<file path="config.mk">
export PLATFORM = sky130hd
export DESIGN_NAME = mem_port_arbiter
export DESIGN_NICKNAME = d
export VERILOG_FILES = /design/src/rtl/mem_port_arbiter.sv
export SDC_FILE = /design/constraint.sdc
export NUM_CORES = 1
export LEC_CHECK = 0
export ABC_AREA = 1
export CAP_MARGIN = 25
export CORE_AREA = 2 2 123 125
export CTS_CLUSTER_DIAMETER = 50
export CTS_CLUSTER_SIZE = 12
export DETAILED_ROUTE_END_ITERATION = 10
export DIE_AREA = 0 0 125 127
export PLACE_DENSITY = 0.82
export SKIP_LAST_GASP = 1
export SYNTH_ARGS = -nofsm -noshare
export SYNTH_HDL_FRONTEND = slang
export SYNTH_SLANG_ARGS = --single-unit
export TNS_END_PERCENT = 30
</file>
<file path="constraint.sdc">
create_clock -name clk -period 3.2 [get_ports clk]
set_clock_uncertainty 0.1 [all_clocks]
set_input_delay 0.48 -clock clk [delete_from_list [all_inputs] [get_ports clk]]
set_output_delay 0.48 -clock clk [all_outputs]
set_load 0.05 [all_outputs]
</file>
<file path="src/rtl/mem_port_arbiter.sv">
// mem_port_arbiter: shares the single main-memory port between three vscpu cores and the UART host bridge
// Ports:
//   clk, rst_n          system clock, asynchronous active-low reset
//   req_i, we_i         per-requester request / write enable; [0] codemaker, [1] control tower, [2] agent_1, [3] host
//   addr_i, wdata_i     packed per-requester address / write data, slice i = [i*W +: W]
//   gnt_o               one-hot pulse in the cycle the access is issued to memory
//   rvalid_o            one-hot pulse when the access completes (rdata_o valid for reads)
//   rdata_o             registered read data shared by all requesters, unchanged by writes
//   busy_o              an access is in flight
//   mem_en_o, mem_we_o, mem_addr_o, mem_wdata_o   registered memory port
//   mem_rdata_i         memory read data, valid one cycle after mem_en_o
module mem_port_arbiter #(
    parameter int ADDR_W   = 14,
    parameter int DATA_W   = 32,
    parameter int HOST_MAX = 4
) (
    input  logic                clk,
    input  logic                rst_n,
    input  logic [3:0]          req_i,
    input  logic [3:0]          we_i,
    input  logic [4*ADDR_W-1:0] addr_i,
    input  logic [4*DATA_W-1:0] wdata_i,
    output logic [3:0]          gnt_o,
    output logic [3:0]          rvalid_o,
    output logic [DATA_W-1:0]   rdata_o,
    output logic                busy_o,
    output logic                mem_en_o,
    output logic                mem_we_o,
    output logic [ADDR_W-1:0]   mem_addr_o,
    output logic [DATA_W-1:0]   mem_wdata_o,
    input  logic [DATA_W-1:0]   mem_rdata_i
);
    localparam int HC_W = $clog2(HOST_MAX + 1);
    localparam logic [HC_W-1:0] HC_MAX = HC_W'(HOST_MAX);
    typedef enum logic [1:0] {IDLE, ISSUE, RESP} state_t;
    state_t state_q, state_d;
    logic [1:0] win_q, win_d, rr_q, rr_d, cpu_w, win, idx;
    logic [HC_W-1:0] hc_q, hc_d;
    logic [3:0] gnt_q, gnt_d, rvalid_q, rvalid_d;
    logic [DATA_W-1:0] rdata_q, rdata_d, mem_wdata_q, mem_wdata_d;
    logic [ADDR_W-1:0] mem_addr_q, mem_addr_d;
    logic we_q, we_d, mem_en_q, mem_en_d, mem_we_q, mem_we_d;
    logic cpu_any, host_win, found;
    logic [ADDR_W-1:0] addr_a [4];
    logic [DATA_W-1:0] wdata_a [4];

    for (genvar i = 0; i < 4; i++) begin : g_unpack
        assign addr_a[i]  = addr_i[i*ADDR_W +: ADDR_W];
        assign wdata_a[i] = wdata_i[i*DATA_W +: DATA_W];
    end

    assign cpu_any  = |req_i[2:0];
    // The host yields only after HOST_MAX back-to-back grants taken while a CPU was waiting.
    assign host_win = req_i[3] && !(hc_q == HC_MAX && cpu_any);

    // Round-robin among CPUs, starting one past the last CPU served.
    always_comb begin
        cpu_w = 2'd0;
        found = 1'b0;
        idx   = 2'd0;
        for (int k = 1; k <= 3; k++) begin
            idx = 2'((int'(rr_q) + k) % 3);
            if (!found && req_i[idx]) begin
                found = 1'b1;
                cpu_w = idx;
            end
        end
    end

    assign win = host_win ? 2'd3 : cpu_w;

    always_comb begin
        state_d     = state_q;
        win_d       = win_q;
        we_d        = we_q;
        rr_d        = rr_q;
        hc_d        = hc_q;
        gnt_d       = '0;
        rvalid_d    = '0;
        mem_en_d    = 1'b0;
        mem_we_d    = 1'b0;
        mem_addr_d  = mem_addr_q;
        mem_wdata_d = mem_wdata_q;
        rdata_d     = rdata_q;
        case (state_q)
            IDLE: if (|req_i) begin
                state_d     = ISSUE;
                win_d       = win;
                we_d        = we_i[win];
                gnt_d       = 4'b0001 << win;
                mem_en_d    = 1'b1;
                mem_we_d    = we_i[win];
                mem_addr_d  = addr_a[win];
                mem_wdata_d = wdata_a[win];
                rr_d        = (win == 2'd3) ? rr_q : win;
                // A host win with a CPU waiting implies hc_q < HOST_MAX, so this saturates by construction.
                hc_d        = (win == 2'd3 && cpu_any) ? hc_q + 1'b1 : '0;
            end
            ISSUE: state_d = RESP;
            RESP: begin
                state_d  = IDLE;
                rvalid_d = 4'b0001 << win_q;
                rdata_d  = we_q ? rdata_q : mem_rdata_i;
            end
            default: state_d = IDLE;
        endcase
    end

    always_ff @(posedge clk or negedge rst_n) begin
        if (!rst_n) begin
            state_q     <= IDLE;
            win_q       <= 2'd0;
            we_q        <= 1'b0;
            rr_q        <= 2'd2;
            hc_q        <= '0;
            gnt_q       <= '0;
            rvalid_q    <= '0;
            mem_en_q    <= 1'b0;
            mem_we_q    <= 1'b0;
            mem_addr_q  <= '0;
            mem_wdata_q <= '0;
            rdata_q     <= '0;
        end else begin
            state_q     <= state_d;
            win_q       <= win_d;
            we_q        <= we_d;
            rr_q        <= rr_d;
            hc_q        <= hc_d;
            gnt_q       <= gnt_d;
            rvalid_q    <= rvalid_d;
            mem_en_q    <= mem_en_d;
            mem_we_q    <= mem_we_d;
            mem_addr_q  <= mem_addr_d;
            mem_wdata_q <= mem_wdata_d;
            rdata_q     <= rdata_d;
        end
    end

    assign gnt_o       = gnt_q;
    assign rvalid_o    = rvalid_q;
    assign rdata_o     = rdata_q;
    assign busy_o      = state_q != IDLE;
    assign mem_en_o    = mem_en_q;
    assign mem_we_o    = mem_we_q;
    assign mem_addr_o  = mem_addr_q;
    assign mem_wdata_o = mem_wdata_q;
endmodule

</file>
* Word-level counts from Yosys, hierarchy flattened
Index checks and enable logic that the tools add are counted.
** Operators by class
- Add/sub/neg operators :: 4
- Div/mod/pow operators :: 3
- $lt $le $gt $ge :: 5
- Equal/unequal tests :: 5
- Shift operators :: 2
- Muxes and demuxes :: 30
- Bitwise logic cells :: 3
- Reduce and logical (&&, ||, !) cells :: 15
** Operator list (number)
- modulo 32 x 3 -> 32 bit (second input constant) :: 3
- binary-select mux 32 bit (select 2 bit) :: 1
- two-way mux 32 bit :: 2
- binary-select mux 14 bit (select 2 bit) :: 1
- two-way mux 14 bit :: 2
- < comparator 2 x 3 -> 1 bit (second input constant) :: 4
- two-way mux 4 bit :: 3
- two-way mux 1 bit :: 10
- two-way mux 2 bit :: 5
- binary-select mux 1 bit (select 2 bit) :: 4
- << shifter 1 x 2 -> 4 bit (first input constant) :: 2
- adder 2 x 2 -> 3 bit (second input constant) :: 2
- logical AND 1 bit :: 5
- == test 2 bit (second input constant) :: 2
- one-hot mux 2 bit (2 select lines) :: 1
- AND reduction 2 bit :: 2
- OR reduction 4 bit :: 1
- adder 2 x 1 -> 3 bit (second input constant) :: 1
- adder 3 x 1 -> 3 bit (second input constant) :: 1
- == test 3 bit (second input constant) :: 1
- greater-or-equal comparator 3 bit (second input constant) :: 1
- logical NOT 1 bit :: 3
- two-way mux 3 bit :: 1
- NOT 2 -> 3 bit :: 1
- other kinds (7) :: 8
** Storage, ports and cells
- Flip-flop bits (word level) :: 98
- Input port bits :: 226
- Output and inout port bits :: 89

* Longest topological paths before layout
- Depth in word-level cells :: 16
- Depth in mapped cells :: 15

* Worst setup path before layout
OpenSTA, ideal clock, no wires.
- Kind :: register to register
- Start point :: reg rr_q[1]
- End point :: reg mem_addr_q[3], in the netlist mem_addr_o[3]
- Library setup time :: 0.125 ns
- Arrival time :: 1.915 ns
- Data required time :: 2.975 ns
- Setup slack :: 1.060 ns
- Stages on the path, launching flop included :: 14
- Path buffers :: 2
- Clock period less this slack :: 2.140 ns
- Path through :: dfstp_2 -> ha_1 -> inv_2 -> nand2_1 -> nand3_1 -> nand2_2 -> nand4_2 -> nand3_2 -> buf_6 -> buf_4 -> nand2_1 -> nand2_1 -> nand2_1 -> nand3_1
** On the way
- Longest elaborated chain between the ends :: 16
- Elaborated cells between the ends (all ways) :: 26
- Classes of those cells :: 3 x add/sub; 3 x div; 15 x mux; 1 x bitwise; 4 x reduce/logical
** Ends and longest elaborated chain
- start: declaration :: RTL line 37 : logic [1:0] win_q, win_d, rr_q, rr_d, cpu_w, win, idx;
- start signal: assignment :: RTL line 127 : rr_q <= rr_d;
- adder 2 x 1 -> 3 bit :: RTL line 62 : idx = 2'((int'(rr_q) + k) % 3);
- modulo 32 x 3 -> 32 bit :: RTL line 62
- binary-select mux 1 bit (select 2 bit) :: RTL line 63 : if (!found && req_i[idx]) begin
- two-way mux 1 bit (not written as such) :: RTL line 63
- two-way mux 1 bit :: RTL line 63
- logical NOT 1 bit :: RTL line 63
- logical AND 1 bit :: RTL line 63
- two-way mux 1 bit :: RTL line 63
- logical NOT 1 bit :: RTL line 63
- logical AND 1 bit :: RTL line 63
- two-way mux 2 bit (*) :: RTL line 63
- two-way mux 2 bit (*) :: RTL line 70 : assign win = host_win ? 2'd3 : cpu_w;
- NOT 2 -> 3 bit (not written as such) (*) :: RTL line 93 : mem_addr_d = addr_a[win];
- binary-select mux 14 bit (select 2 bit) (*) :: RTL line 93
- two-way mux 14 bit (not written as such) (*) (2 in series) :: RTL line 93
- end signal: assignment :: RTL line 133 : mem_addr_q <= mem_addr_d;
- end: declaration :: RTL line 41 : logic [ADDR_W-1:0] mem_addr_q, mem_addr_d;
Mark *: on every way between the ends. The rest lies on a longest branch, timed or not. The select of a mux whose other input is x is not followed.
A chain may end at the register's enable or synchronous reset.

* Worst setup path in the final report
Same ends and word-level chain as after synthesis.

==> impl_metrics.env <==
export IMPL_p_leak_uw=0.00472
export IMPL_ys_flop_type="dfrtp_1"
export IMPL_clock_sinks=98
export IMPL_drt_initial_drc_count=444
export IMPL_p_seq_frac=0.210
export IMPL_ir_drop_mv=0.740
export IMPL_cts_hold_buf=0
export IMPL_vias_per_cell=4.93
export IMPL_period_share=0.863
export IMPL_routedLengthMet1_mm=8.19
export IMPL_max_slew_margin=0.523
export IMPL_grt_pass1_vias=6473
export IMPL_die_area_sq_um=15900
export IMPL_cts_setup_buffers=0
export IMPL_wl_mm=20.7
export IMPL_critPathKind="reg -> reg"
export IMPL_arrival_ps=2940
export IMPL_final_nets=1352
export IMPL_final_min_clock_period_ps=2760
export IMPL_cts_resized=0
export IMPL_fin_tns_setup_ps=0
export IMPL_ant_nets=0
export IMPL_grt_max_degree=60
export IMPL_cts_max_level=3
export IMPL_netlist_top_cells_area="dfrtp_1 (42%), nand2_1 (25%), nand3_1 (6.9%), inv_1 (6.8%), mux2_2 (5.0%)"
export IMPL_yosysTopAreaCell="dfrtp_1"
export IMPL_synth_most_common_cell="nand2_1"
export IMPL_register_area_sq_um=2450
export IMPL_synth_nets=1062
export IMPL_area_growth_pct=61.1
export IMPL_drive_above_1_share=0.0622
export IMPL_cts_root_buffer="clkbuf_16"
export IMPL_vias=6457
export IMPL_clkPwrFrac=0.105
export IMPL_gr_total_overflow=0
export IMPL_syn_mean_instance_area_sq_um=7.00
export IMPL_grt_pass1_wl_mm=32.7
export IMPL_crit_path_end_kind="flip-flop"
export IMPL_grt_usage=0.257
export IMPL_post_dp_cell_area_sq_um=9080
export IMPL_p_int_uw=4810
export IMPL_startpoint_type="flip-flop"
export IMPL_gp_congestion=0.867
export IMPL_rows=44
export IMPL_clk_pin_slew_worst_paths_ps=70
export IMPL_coreArea_sq_um=14400
export IMPL_p_switching_uw=5510
export IMPL_required_ps=3380
export IMPL_p_comb_frac=0.685
export IMPL_cts_buffer_depth=2
export IMPL_start_util=0.403
export IMPL_fmax_mhz=362
export IMPL_setup_viol=0
export IMPL_drc=0
export IMPL_async_flop_share=1.00
export IMPL_pwr_density_cell_nw_per_um2=1100
export IMPL_multiInputGateArea_sq_um=2730
export IMPL_synth_edf_count=0
export IMPL_io_buffers=314
export IMPL_dieWidth_microns=125
export IMPL_slew_violations=0
export IMPL_clk_latency_ps=340
export IMPL_met2_length_mm=10.4
export IMPL_fillers=1275
export IMPL_yosysWarnings=0
export IMPL_die_h_microns=127
export IMPL_io_pins=315
export IMPL_antenna_cells=0
export IMPL_tightest_slew_ps=716
export IMPL_grt_setup_unrepaired="no"
export IMPL_ys_ff_latch=98
export IMPL_cts_tree="yes"
export IMPL_hpwlAfterDp_mm=15.6
export IMPL_yosysUniqueCellTypes=26
export IMPL_crit_fanout=27
export IMPL_dr_pass1_iters=7
export IMPL_antenna_found_initial=0
export IMPL_outcome="completed"
export IMPL_design_area_sq_um=9370
export IMPL_hold_path_class="in -> async"
export IMPL_top_layer_used="met4"
export IMPL_holdWs_ps=27.2
export IMPL_met3_length_mm=1.57
export IMPL_synth_top_area_frac=0.417
export IMPL_cts_made_buffers=9
export IMPL_synth_common_cells="nand2_1 (385), inv_1 (105), dfrtp_1 (97)"
export IMPL_p_sw_frac=0.534
export IMPL_cap_violations=0
export IMPL_finalHoldViolCount=0
export IMPL_ys_seq_area_frac=0.422
export IMPL_synthCells=831
export IMPL_routedWlPerCell_microns=15.8
export IMPL_syn_area_sq_um=5820
==> sequential cells by signal (all words and copies together) (netlist names) <==
signal,cells
win_q,2
mem_we_o,1
we_q,1
rdata_o,32
rr_q,2
mem_addr_o,14
state_q,2
mem_en_o,1
rvalid_o,4
gnt_o,4
mem_wdata_o,32
hc_q,3
==> power by group through the flow <==
stage	clock (uW)	combinational [uW]	sequential [uW]
2_1_floorplan	0	3000	3990
3_3_place_gp	0	6970	2150
3_5_place_dp	0	7080	2170
4_1_cts	1110	7100	2170
5_1_grt	1150	7640	2230
6_report	1090	7060	2170
==> placed cells by master (no fill, tap or decap), drive strengths merged, types with 3 or more instances in the layout <==
| master | count |
|---|---|
| nor3 | 4 |
| nand2 | 388 |
| buf | 12 |
| inv | 111 |
| clkdlybuf4s50 | 313 |
| dfrtp | 97 |
| clkinvlp | 3 |
| nand4 | 45 |
| nand3 | 82 |
| a21oi | 6 |
| clkbuf | 10 |
| mux2 | 32 |
| nor2 | 11 |
| ha | 5 |
==> layout make-up <==
class	instances	share of cell area
multi-input cells	576	0.291
flip-flops and latches	98	0.262
clock buffers	10	0.0244
well taps	184	0.0246
clock inverters	6	0.00707
inverters	111	0.0446
repair buffers	325	0.347
==> worst max-delay path: stages (launching register included) <==
cell and delay [ps]:
dfstp_2 550, ha_1 310, inv_2 100, nand2_1 60, nand3_1 120, nand2_2 100
nand3_1 110, nand2_1 90, nor2_4 400, nand2_2 160, clkinv_2 350, nand2_1 130
nand3_1 100
==> cell families after synthesis <==
logic type,synth area share
AO/OA/AOI/OAI,0.00753
adder cells (fa/ha/maj),0.0108
buffers and inverters,0.111
flip-flops,0.422
multiplexers,0.0619
AND/OR/NAND/NOR,0.388
==> metrics by stage <==
stage | util | std cells | total power [uW] | worst slack (ps)
detailed placement | 0.629 | 1294 | 9260 | 364
floorplan | - | 831 | 6980 | 1060
global route | 0.650 | 1310 | 11000 | 172
global placement | 0.629 | 1294 | 9130 | 439
CTS | 0.650 | 1310 | 10400 | 442
finish | 0.650 | 1310 | 10300 | 438
==> final timing paths <==
check	start	endpoint	slack, ps	depth (start not counted)
hold / removal	rst_n	mem_addr_o[3]	30	1
hold reg to reg	win_q[1]	rvalid_o[1]	350	1
setup reg to reg	rr_q[1]	mem_addr_o[3]	440	12
setup / recovery	rr_q[1]	mem_addr_o[3]	440	12
max in group asynchronous	rst_n	rr_q[1]	2220	2
min in group clk	win_q[1]	rvalid_o[1]	350	1
==> layer usage <==
layer | vias to the layer above | track usage
met5 | - | 0
met4 | 0 | 0.0882
met3 | 38 | 0.0670
met2 | 287 | 0.456
met1 | 2978 | 0.303
li1 | 3154 | -
No activity file was read; power rests on OpenSTA's default activity.
